`src/rtl/wave_gen_dac.sv`:
```
// DDS test-signal source driving an 8-bit parallel DAC with a divided sample clock.
// Samples change on the falling da_clk edge; a pending config is swapped in on a phase wrap.
module wave_gen_dac #(
    parameter int unsigned DIV_MAX   = 2,
    parameter logic [1:0]  RST_MODE  = 2'b10,
    parameter logic [31:0] RST_FWORD = 32'h0100_0000,
    parameter logic [7:0]  RST_AMP   = 8'd255
) (
    input  logic        sys_clk,
    input  logic        sys_rst,
    input  logic        en,
    input  logic        cfg_valid,
    output logic        cfg_ready,
    input  logic [1:0]  cfg_mode,
    input  logic [31:0] cfg_fword,
    input  logic [7:0]  cfg_amp,
    output logic        da_clk,
    output logic [7:0]  da_data,
    output logic        wave_sync
);

    localparam int CW = (DIV_MAX > 1) ? $clog2(DIV_MAX) : 1;
    localparam logic [CW-1:0] DIV_LAST = CW'(DIV_MAX - 1);

    localparam logic [1:0] MODE_DC     = 2'b00;
    localparam logic [1:0] MODE_SQUARE = 2'b01;
    localparam logic [1:0] MODE_TRI    = 2'b10;
    localparam logic [1:0] MODE_SAW    = 2'b11;

    // Offset-binary sample: raw shape scaled about midscale, floor via arithmetic shift.
    function automatic logic [7:0] wave_sample(input logic [1:0] mode,
                                               input logic [7:0] p,
                                               input logic [7:0] amp);
        logic [7:0]         raw;
        logic signed [8:0]  diff;
        logic signed [17:0] prod;
        case (mode)
            MODE_SQUARE: raw = p[7] ? 8'd0 : 8'd255;
            MODE_TRI:    raw = p[7] ? ~{p[6:0], 1'b0} : {p[6:0], 1'b0};
            MODE_SAW:    raw = p;
            default:     raw = 8'd128;
        endcase
        diff = $signed({1'b0, raw}) - 9'sd128;
        prod = diff * $signed({1'b0, amp});
        if (mode == MODE_DC) begin
            wave_sample = amp;
        end else begin
            wave_sample = 8'((prod >>> 8) + 18'sd128);
        end
    endfunction

    logic [CW-1:0] div_cnt_q, div_cnt_d;
    logic          da_clk_q, da_clk_d;
    logic [31:0]   phase_q, phase_d;
    logic [1:0]    mode_q, mode_d;
    logic [31:0]   fword_q, fword_d;
    logic [7:0]    amp_q, amp_d;
    logic          pend_q, pend_d;
    logic [1:0]    pend_mode_q, pend_mode_d;
    logic [31:0]   pend_fword_q, pend_fword_d;
    logic [7:0]    pend_amp_q, pend_amp_d;
    logic [7:0]    data_q, data_d;
    logic          sync_q, sync_d;
    logic          ready_q, ready_d;

    logic          tick_s;
    logic          wrap_s;
    logic [31:0]   phase_sum_s;
    logic          apply_s;
    logic          accept_s;
    logic [1:0]    out_mode_s;
    logic [7:0]    out_amp_s;

    assign {wrap_s, phase_sum_s} = {1'b0, phase_q} + {1'b0, fword_q};
    assign tick_s     = da_clk_q && (div_cnt_q == DIV_LAST);
    assign accept_s   = cfg_valid && ready_q;
    assign apply_s    = tick_s && pend_q && (!en || wrap_s || (mode_q == MODE_DC));
    assign out_mode_s = apply_s ? pend_mode_q : mode_q;
    assign out_amp_s  = apply_s ? pend_amp_q : amp_q;

    // Next-state: divider, sample path on ticks, config pending/apply.
    always_comb begin
        div_cnt_d    = div_cnt_q;
        da_clk_d     = da_clk_q;
        phase_d      = phase_q;
        data_d       = data_q;
        sync_d       = 1'b0;
        mode_d       = mode_q;
        fword_d      = fword_q;
        amp_d        = amp_q;
        pend_d       = pend_q;
        pend_mode_d  = pend_mode_q;
        pend_fword_d = pend_fword_q;
        pend_amp_d   = pend_amp_q;

        if (div_cnt_q == DIV_LAST) begin
            div_cnt_d = {CW{1'b0}};
            da_clk_d  = ~da_clk_q;
        end else begin
            div_cnt_d = div_cnt_q + CW'(1);
            da_clk_d  = da_clk_q;
        end

        if (tick_s && en) begin
            phase_d = phase_sum_s;
            data_d  = wave_sample(out_mode_s, phase_sum_s[31:24], out_amp_s);
            sync_d  = wrap_s;
        end else if (tick_s) begin
            phase_d = 32'd0;
            data_d  = 8'd128;
            sync_d  = 1'b0;
        end else begin
            phase_d = phase_q;
            data_d  = data_q;
            sync_d  = 1'b0;
        end

        // Apply and accept are exclusive: accept needs ready, apply needs a pending entry.
        if (apply_s) begin
            mode_d  = pend_mode_q;
            fword_d = pend_fword_q;
            amp_d   = pend_amp_q;
            pend_d  = 1'b0;
        end else if (accept_s) begin
            pend_d       = 1'b1;
            pend_mode_d  = cfg_mode;
            pend_fword_d = cfg_fword;
            pend_amp_d   = cfg_amp;
        end else begin
            pend_d = pend_q;
        end

        ready_d = ~pend_d;
    end

    // State registers with synchronous reset.
    always_ff @(posedge sys_clk) begin
        if (sys_rst) begin
            div_cnt_q    <= {CW{1'b0}};
            da_clk_q     <= 1'b0;
            phase_q      <= 32'd0;
            mode_q       <= RST_MODE;
            fword_q      <= RST_FWORD;
            amp_q        <= RST_AMP;
            pend_q       <= 1'b0;
            pend_mode_q  <= 2'b00;
            pend_fword_q <= 32'd0;
            pend_amp_q   <= 8'd0;
            data_q       <= 8'd128;
            sync_q       <= 1'b0;
            ready_q      <= 1'b1;
        end else begin
            div_cnt_q    <= div_cnt_d;
            da_clk_q     <= da_clk_d;
            phase_q      <= phase_d;
            mode_q       <= mode_d;
            fword_q      <= fword_d;
            amp_q        <= amp_d;
            pend_q       <= pend_d;
            pend_mode_q  <= pend_mode_d;
            pend_fword_q <= pend_fword_d;
            pend_amp_q   <= pend_amp_d;
            data_q       <= data_d;
            sync_q       <= sync_d;
            ready_q      <= ready_d;
        end
    end

    assign da_clk    = da_clk_q;
    assign da_data   = data_q;
    assign wave_sync = sync_q;
    assign cfg_ready = ready_q;

endmodule
```
`config.mk`:
```
export PLATFORM = sky130hd
export DESIGN_NAME = wave_gen_dac
export DESIGN_NICKNAME = d
export VERILOG_FILES = /design/src/rtl/wave_gen_dac.sv
export SDC_FILE = /design/constraint.sdc
export NUM_CORES = 1
export LEC_CHECK = 0
export BUFFER_PORTS_ARGS = -buffer_cell sky130_fd_sc_hd__buf_2
export CORE_AREA = 4 4 134 136
export DETAILED_ROUTE_END_ITERATION = 8
export DIE_AREA = 0 0 138 140
export GPL_ROUTABILITY_DRIVEN = 0
export GPL_TIMING_DRIVEN = 0
export PLACE_DENSITY = 0.74
export SYNTH_ARGS = -nofsm -noshare
export SYNTH_HDL_FRONTEND = slang
export SYNTH_SLANG_ARGS = --single-unit
```
`constraint.sdc`:
```
create_clock -name sys_clk -period 8.4 [get_ports sys_clk]
set_clock_uncertainty 0.05 [all_clocks]
set_input_delay 1.68 -clock sys_clk [delete_from_list [all_inputs] [get_ports sys_clk]]
set_output_delay 1.68 -clock sys_clk [all_outputs]
set_load 0.05 [all_outputs]
```
==> impl_metrics.csv, run 1 <==
group,metric,value,unit
pwr,ir_drop,0.141,mV
synthesis,synthCells,1105,
worst_setup_path,cp_data_required_time,8.71,ns
clocking,htree_levels,4,
routing,vias,7981,
synthesis,synth_cell_types,72,
routing,drc,0,
synthesis,synth_seq_cells,129,
layout,final_nets,1337,
worst_setup_path,cp_common_cell,"fa_1",
floorplan,core,0.0169,mm2
place,place_area,0.00951,mm2
global_routing,antenna_found_initial,0,
clocking,clkSinkCount,129,
worst_setup_path,worstPathArrival,8.29,ns
min_path,hold_class,"register to register",
global_routing,grt_max_degree,17,
clocking,cts_tree,"yes",
layout,syn2layout_area_growth,13.6,%
worst_setup_path,path_buf_inv,6,
sta,slew_headroom,29.9,%
routing,wl_per_cell,16.3,um
global_routing,grt_pass1_wl,37700,um
layout,stdcell_area,0.0102,mm2
synthesis,ys_async_sr_fraction,0,%
routing,drtAntennaViolNets,0,
global_routing,grtUsageTotal,24.0,%
routing,drt-total-wl,23000,um
pwr,p_leak,4.57,nW
synthesis,ys_seq_area_share,28.9,%
worst_setup_path,start_kind,"register",
clocking,clk_pin_slew,0.06,ns
synthesis,synth_edf_count,0,
sta,whs,0.398,ns
routing,drt-vias-per-instance,5.64,
clocking,cts_max_path_buffers,2,
clocking,worstSkewPairLatency,0.43,ns
sta,max_freq,125,MHz
global_routing,grt_pass1_vias,7583,
floorplan,die_w,138,um
global_routing,grt-ovfl-total,0,
clocking,cts-root-buf,"clkbuf_16",
sta,tightest_slew,1.02,ns
worst_setup_path,cp_slowest_cell,"fa_1",
floorplan,dieArea,0.0193,mm2
sta,rsz0062_at_grt,"no",
layout,final_common_cell,"nand2_1",
layout,final_cell_mix,"nand2_1 (229), a21oi_1 (136), dfxtp_1 (129), inv_1 (78), buf_2 (65)",
floorplan,io_pins,57,
run,cap_violations,0,
synthesis,synthFlopType,"dfxtp_1",
worst_setup_path,worstPathMaxFanout,7,
worst_setup_path,endpoint_kind,"register",
worst_setup_path,critical_path_class,"register to register",
synthesis,syn_nets,1262,
floorplan,std_cell_rows,48,
synthesis,netlist_area,0.00895,mm2
sta,period_share,95.0,%
layout,antennaDiodeCount,0,
layout,drive_gt1_share,11.4,%
status,outcome,"finished clean",
place,place_hpwl,17600,um
pwr,power.density,175,mW/mm2
routing,drtIter0Drc,598,
synthesis,yosysWarnings,0,
sta,period_needed,7.98,ns
sta,finalSetupViolCount,0,
worst_setup_path,cp_top_family,"adder cells",
floorplan,die_h,140,um
synthesis,synth_area_per_cell,8.10,um2
floorplan,start_util,52.9,%
clocking,cts_buffers,17,
sta,finalHoldViolCount,0,
place,port_buffers,55,
routing,firstDrtPassIters,6,
sta,slew_viol_final,0,
worst_setup_path,max_stage_delay,0.56,ns
flip-flops by register name, summed over array words and instances, names as in the netlist:
signal and count:
fword_q 32, pend_fword_q 32, phase_q 32, amp_q 8, da_data 8, pend_amp_q 8
mode_q 2, pend_mode_q 2, cfg_ready 1, da_clk 1, div_cnt_q 1, pend_q 1
wave_sync 1
final timing paths:
path                            depth (start not counted)        startpoint          end  slack [ns]
worst min-delay path                                    2  pend_fword_q[30]  fword_q[30]        0.40
worst min register to register                          2  pend_fword_q[30]  fword_q[30]        0.40
worst max-delay path                                   31        fword_q[0]   da_data[7]        0.42
worst max register to register                         31        fword_q[0]   da_data[7]        0.42
worst reg2reg max path, delay by kind of cell (launching register included):
| family | cells | cell delay (ns) |
|---|---|---|
| adder cells (fa/ha/maj) | 7 | 2.96 |
| multiplexers | 1 | 0.23 |
| buffers and inverters | 6 | 0.59 |
| flip-flops | 1 | 0.33 |
| AND/OR/NAND/NOR | 8 | 1.96 |
| AO/OA/AOI/OAI | 9 | 1.77 |
layout make-up:
cell class,count,area [um2]
flip-flops and latches,129,2580
multi-input cells,840,5920
plain buffers,56,238
clock buffers,23,478
repair buffers,57,290
inverters,79,297
fillers,1562,6760
clock inverters,6,82.6
well taps,225,282
metrics by stage:
stage / cells / setup slack [ns] / power, W / utilization (%) / TNS, ns
2_1_floorplan: 1105 / 0.639 / 0.000940 / - / 0
3_3_place_gp: 1385 / -0.560 / 0.00105 / 56.1 / -1.26
3_5_place_dp: 1385 / -0.668 / 0.00106 / 56.1 / -1.62
4_1_cts: 1415 / 0.00632 / 0.00177 / 59.7 / 0
5_1_grt: 1415 / 0.0257 / 0.00186 / 60.1 / 0
6_report: 1415 / 0.424 / 0.00178 / 60.1 / 0
synthesized netlist by cell type, types with 3 or more instances:
master	number	share of area, %
nand2_1	229	9.6
a21oi_1	137	7.7
dfxtp_1	129	29
inv_1	79	3.3
ha_1	59	8.2
fa_1	52	12
nor2_1	52	2.2
o21ai_0	46	2.6
clkbuf_1	42	1.8
xnor2_1	25	2.4
a21o_1	23	1.9
nand2b_1	22	1.5
xor2_1	16	1.6
nand3_1	15	0.84
a22o_1	12	1.2
o21ai_1	12	0.67
buf_2	10	0.56
mux2i_1	9	1.0
nor3_1	9	0.50
and3_1	8	0.56
o21a_1	8	0.67
or2_2	8	0.56
and2_1	7	0.49
o221ai_1	7	0.68
nor2b_1	6	0.42
or3_1	5	0.35
a311oi_1	4	0.39
a211oi_1	3	0.25
a41oi_1	3	0.29
buf_1	3	0.13
nand3b_1	3	0.25
nand4_1	3	0.21
nor3b_1	3	0.25
nor4_1	3	0.21
o211ai_1	3	0.25
o31ai_1	3	0.25
kinds of logic (layout without fill, tap and decap cells):
family | count (synthesis) | in the layout | synth area share, %
muxes | 10 | 10 | 1.16
AOI/OAI and AO/OA | 296 | 296 | 20.9
and+or+nand+nor | 381 | 381 | 19.0
buffers and inverters | 136 | 221 | 5.93
DFF | 129 | 129 | 28.9
adders and majority gates | 111 | 111 | 19.9
xor gates and xnor gates | 42 | 42 | 4.26
report_power, final:
group / internal [W] / switching, W / total, W
combinational: 0.000164 / 0.000259 / 0.000423
clock: 0.000453 / 0.000261 / 0.000713
sequential: 0.000630 / 0.0000109 / 0.000641
timing repair:
action,in CTS,in global routing
gates resized for setup,8,18
pin swaps,2,5
setup buffers,1,1
hold buffers,0,0
setup endpoints to repair,4,5
routing by layer:
layer / vias up / wire, um / global-route usage [%]
met3: 41 / 1370 / 4.37
li1: 3908 / - / -
met4: 0 / 432 / 7.38
met2: 253 / 11100 / 40.3
met1: 3779 / 10100 / 31.6
met5: - / 0 / 0
No activity file was read; power rests on OpenSTA's default activity.
==> run 2: changes to the inputs <==
BUFFER_PORTS_ARGS = -buffer_cell sky130_fd_sc_hd__buf_4   (was -buffer_cell sky130_fd_sc_hd__buf_2)
==> run 2 against run 1 <==
Effect of this change:
- final area grew 1.9%
- cell count is 0.21% higher
- die area stayed put
- sequential power about the same
- power increased by 4.1%
- via count down 1.2%
- critical endpoint unchanged
- critical path type unchanged
- clock-buffer cell count rose by 1
- maximum frequency is 0.49% lower
- global-route usage fell by 0.15 points
- first-iteration DRC count down 16%
- critical path depth fell by 2
- sequential share of layout area decreased by 0.47 points
==> impl_metrics.csv, run 2 (same netlist as run 1, synthesis figures left out) <==
group,metric,value,unit
layout,nFillCells,1506,
layout,multi_input_area,0.00591,mm2
clocking,htree_levels,4,
routing,firstDrtPassIters,5,
layout,final_nets,1337,
worst_setup_path,r2r-start,"phase_q[0]",
min_path,hold_start,"pend_fword_q[22]",
global_routing,grtUsageTotal,23.8,%
floorplan,dieArea,0.0193,mm2
pwr,p_leak,4.63,nW
min_path,whs_path_depth,2,
routing,drc,0,
place,place_area,0.00965,mm2
min_path,whs_endpoint,"fword_q[22]",
clocking,cts_max_path_buffers,2,
sta,slew_headroom,27.6,%
min_path,hold_class,"register to register",
global_routing,grt_most_used_layer,"met2",
worst_setup_path,worstPathMaxFanout,10,
sta,postLayoutSetupSlackWorst,0.384,ns
status,outcome,"finished clean",
layout,antennaDiodeCount,0,
worst_setup_path,reg2reg_depth,29,
sta,slew_viol_final,0,
global_routing,grt-ovfl-total,0,
worst_setup_path,worstPathArrival,8.33,ns
worst_setup_path,max_stage_delay,0.54,ns
routing,drt-total-wl,23100,um
run,cap_violations,0,
worst_setup_path,cp_data_required_time,8.72,ns
global_routing,grtUsageMet1,30.7,%
global_routing,antenna_found_initial,0,
pwr,power.density,179,mW/mm2
clocking,clk_pin_slew,0.06,ns
floorplan,die_w,138,um
layout,top_regs,"fword_q x32, pend_fword_q x32, phase_q x32",
pwr,ir_drop,0.138,mV
worst_setup_path,path_buf_inv,5,
clocking,cts-root-buf,"clkbuf_16",
routing,drtAntennaViolNets,0,
worst_setup_path,start_kind,"register",
worst_setup_path,endpoint_kind,"register",
layout,syn2layout_area_growth,15.8,%
layout,final_cell_mix,"nand2_1 (229), a21oi_1 (136), dfxtp_1 (129), inv_1 (78), buf_4 (60)",
sta,period_needed,8.02,ns
worst_setup_path,cp_top_family,"adder cells",
layout,final_common_cell,"nand2_1",
floorplan,start_util,52.9,%
floorplan,core,0.0169,mm2
sta,rsz0062_at_grt,"no",
place,post-place-ws,-0.632,ns
routing,drtIter0Drc,503,
floorplan,die_h,140,um
floorplan,io_pins,57,
clocking,cts_tree,"yes",
worst_setup_path,critical_path_class,"register to register",
clocking,worstSkewPairLatency,0.44,ns
worst_setup_path,cp_common_cell,"fa_1",
layout,stdcell_area,0.0104,mm2
place,place_hpwl,17600,um
routing,drt-vias-per-instance,5.56,
place,port_buffers,55,
sta,finalHoldViolCount,0,
sta,tightest_slew,1.08,ns
global_routing,grt_pass1_vias,7529,
sta,period_share,95.4,%
global_routing,grtUsageMet3,4.10,%
clocking,cts_hold_buf,0,
worst_setup_path,rrSetupSlack,0.38,ns
routing,vias,7887,
clocking,cts_buffers,17,
clocking,clkSinkCount,129,
global_routing,grt_max_degree,17,
routing,wl_per_cell,16.3,um
floorplan,std_cell_rows,48,
global_routing,use_met2,40.9,%
layout,drive_gt1_share,11.8,%
global_routing,grt_pass1_wl,37500,um
worst_setup_path,cp_slowest_cell,"fa_1",
worst_setup_path,rr_endpoint,"da_data[7]",
sta,max_freq,125,MHz
layout,regArea,0.00258,mm2
sta,finalSetupViolCount,0,
-- run 2: cell types whose count changed in the layout (fill, tap and decap cells not counted), sizes merged --
cell    delta
bufinv     +1
clkinv     +1
clkbuf     +1
-- run 2: metrics by stage --
step | std cells | TNS [ns] | power (W) | hold slack, ns | util [%]
4_1_cts | 1419 | 0 | 0.00185 | 0.404 | 60.9
5_1_grt | 1418 | 0 | 0.00194 | 0.422 | 61.2
3_5_place_dp | 1385 | -1.54 | 0.00106 | 0.398 | 57.0
2_1_floorplan | 1105 | 0 | 0.000940 | 0.382 | -
3_3_place_gp | 1385 | -1.34 | 0.00106 | 0.388 | 57.0
6_report | 1418 | 0 | 0.00185 | 0.404 | 61.2
-- run 2: worst min-delay path, delay by kind of cell, from the launching register on --
family | cells | cell delay (ns)
flip-flops | 1 | 0.31
AND/OR/NAND/NOR | 1 | 0.05
AO/OA/AOI/OAI | 1 | 0.05
-- run 2: repair_timing --
item	in CTS	in global routing
gates resized for setup	7	19
endpoints found under the setup margin	5	5
endpoints found under the hold margin	0	0
buffers inserted	2	0
pin swaps	2	6
-- run 2: worst max path at each step --
stage | cells after the start | from | to
finish | 29 | phase_q[0] | da_data[7]
global route | 34 | fword_q[0] | da_data[7]
CTS | 34 | fword_q[0] | da_data[7]
detailed placement | 34 | fword_q[0] | da_data[7]
global placement | 34 | phase_q[0] | da_data[7]
floorplan | 34 | phase_q[0] | da_data[7]
-- run 2: final cells by class --
class,instances,share of cell area (%)
clock buffers,24,4.84
well taps,225,2.72
clock inverters,8,1.21
plain buffers,56,2.28
flip-flops and latches,129,24.9
repair buffers,57,4.13
multi-input cells,840,57.0
inverters,79,2.86
-- run 2: layer usage --
metal  routed length, um  share of wire [%]  up-vias
met5                   0                  0        -
met4                 488                2.1        0
met3                1300                5.7       38
met2               11200                 48      204
met1               10100                 44     3745
li1                    -                  -     3900
-- run 2: report_power, final --
part	switching, W	total [W]	internal, W
logic	0.000256	0.000427	0.000171
registers	0.0000117	0.000642	0.000630
clock network	0.000276	0.000782	0.000506
total	0.000544	0.00185	0.00131
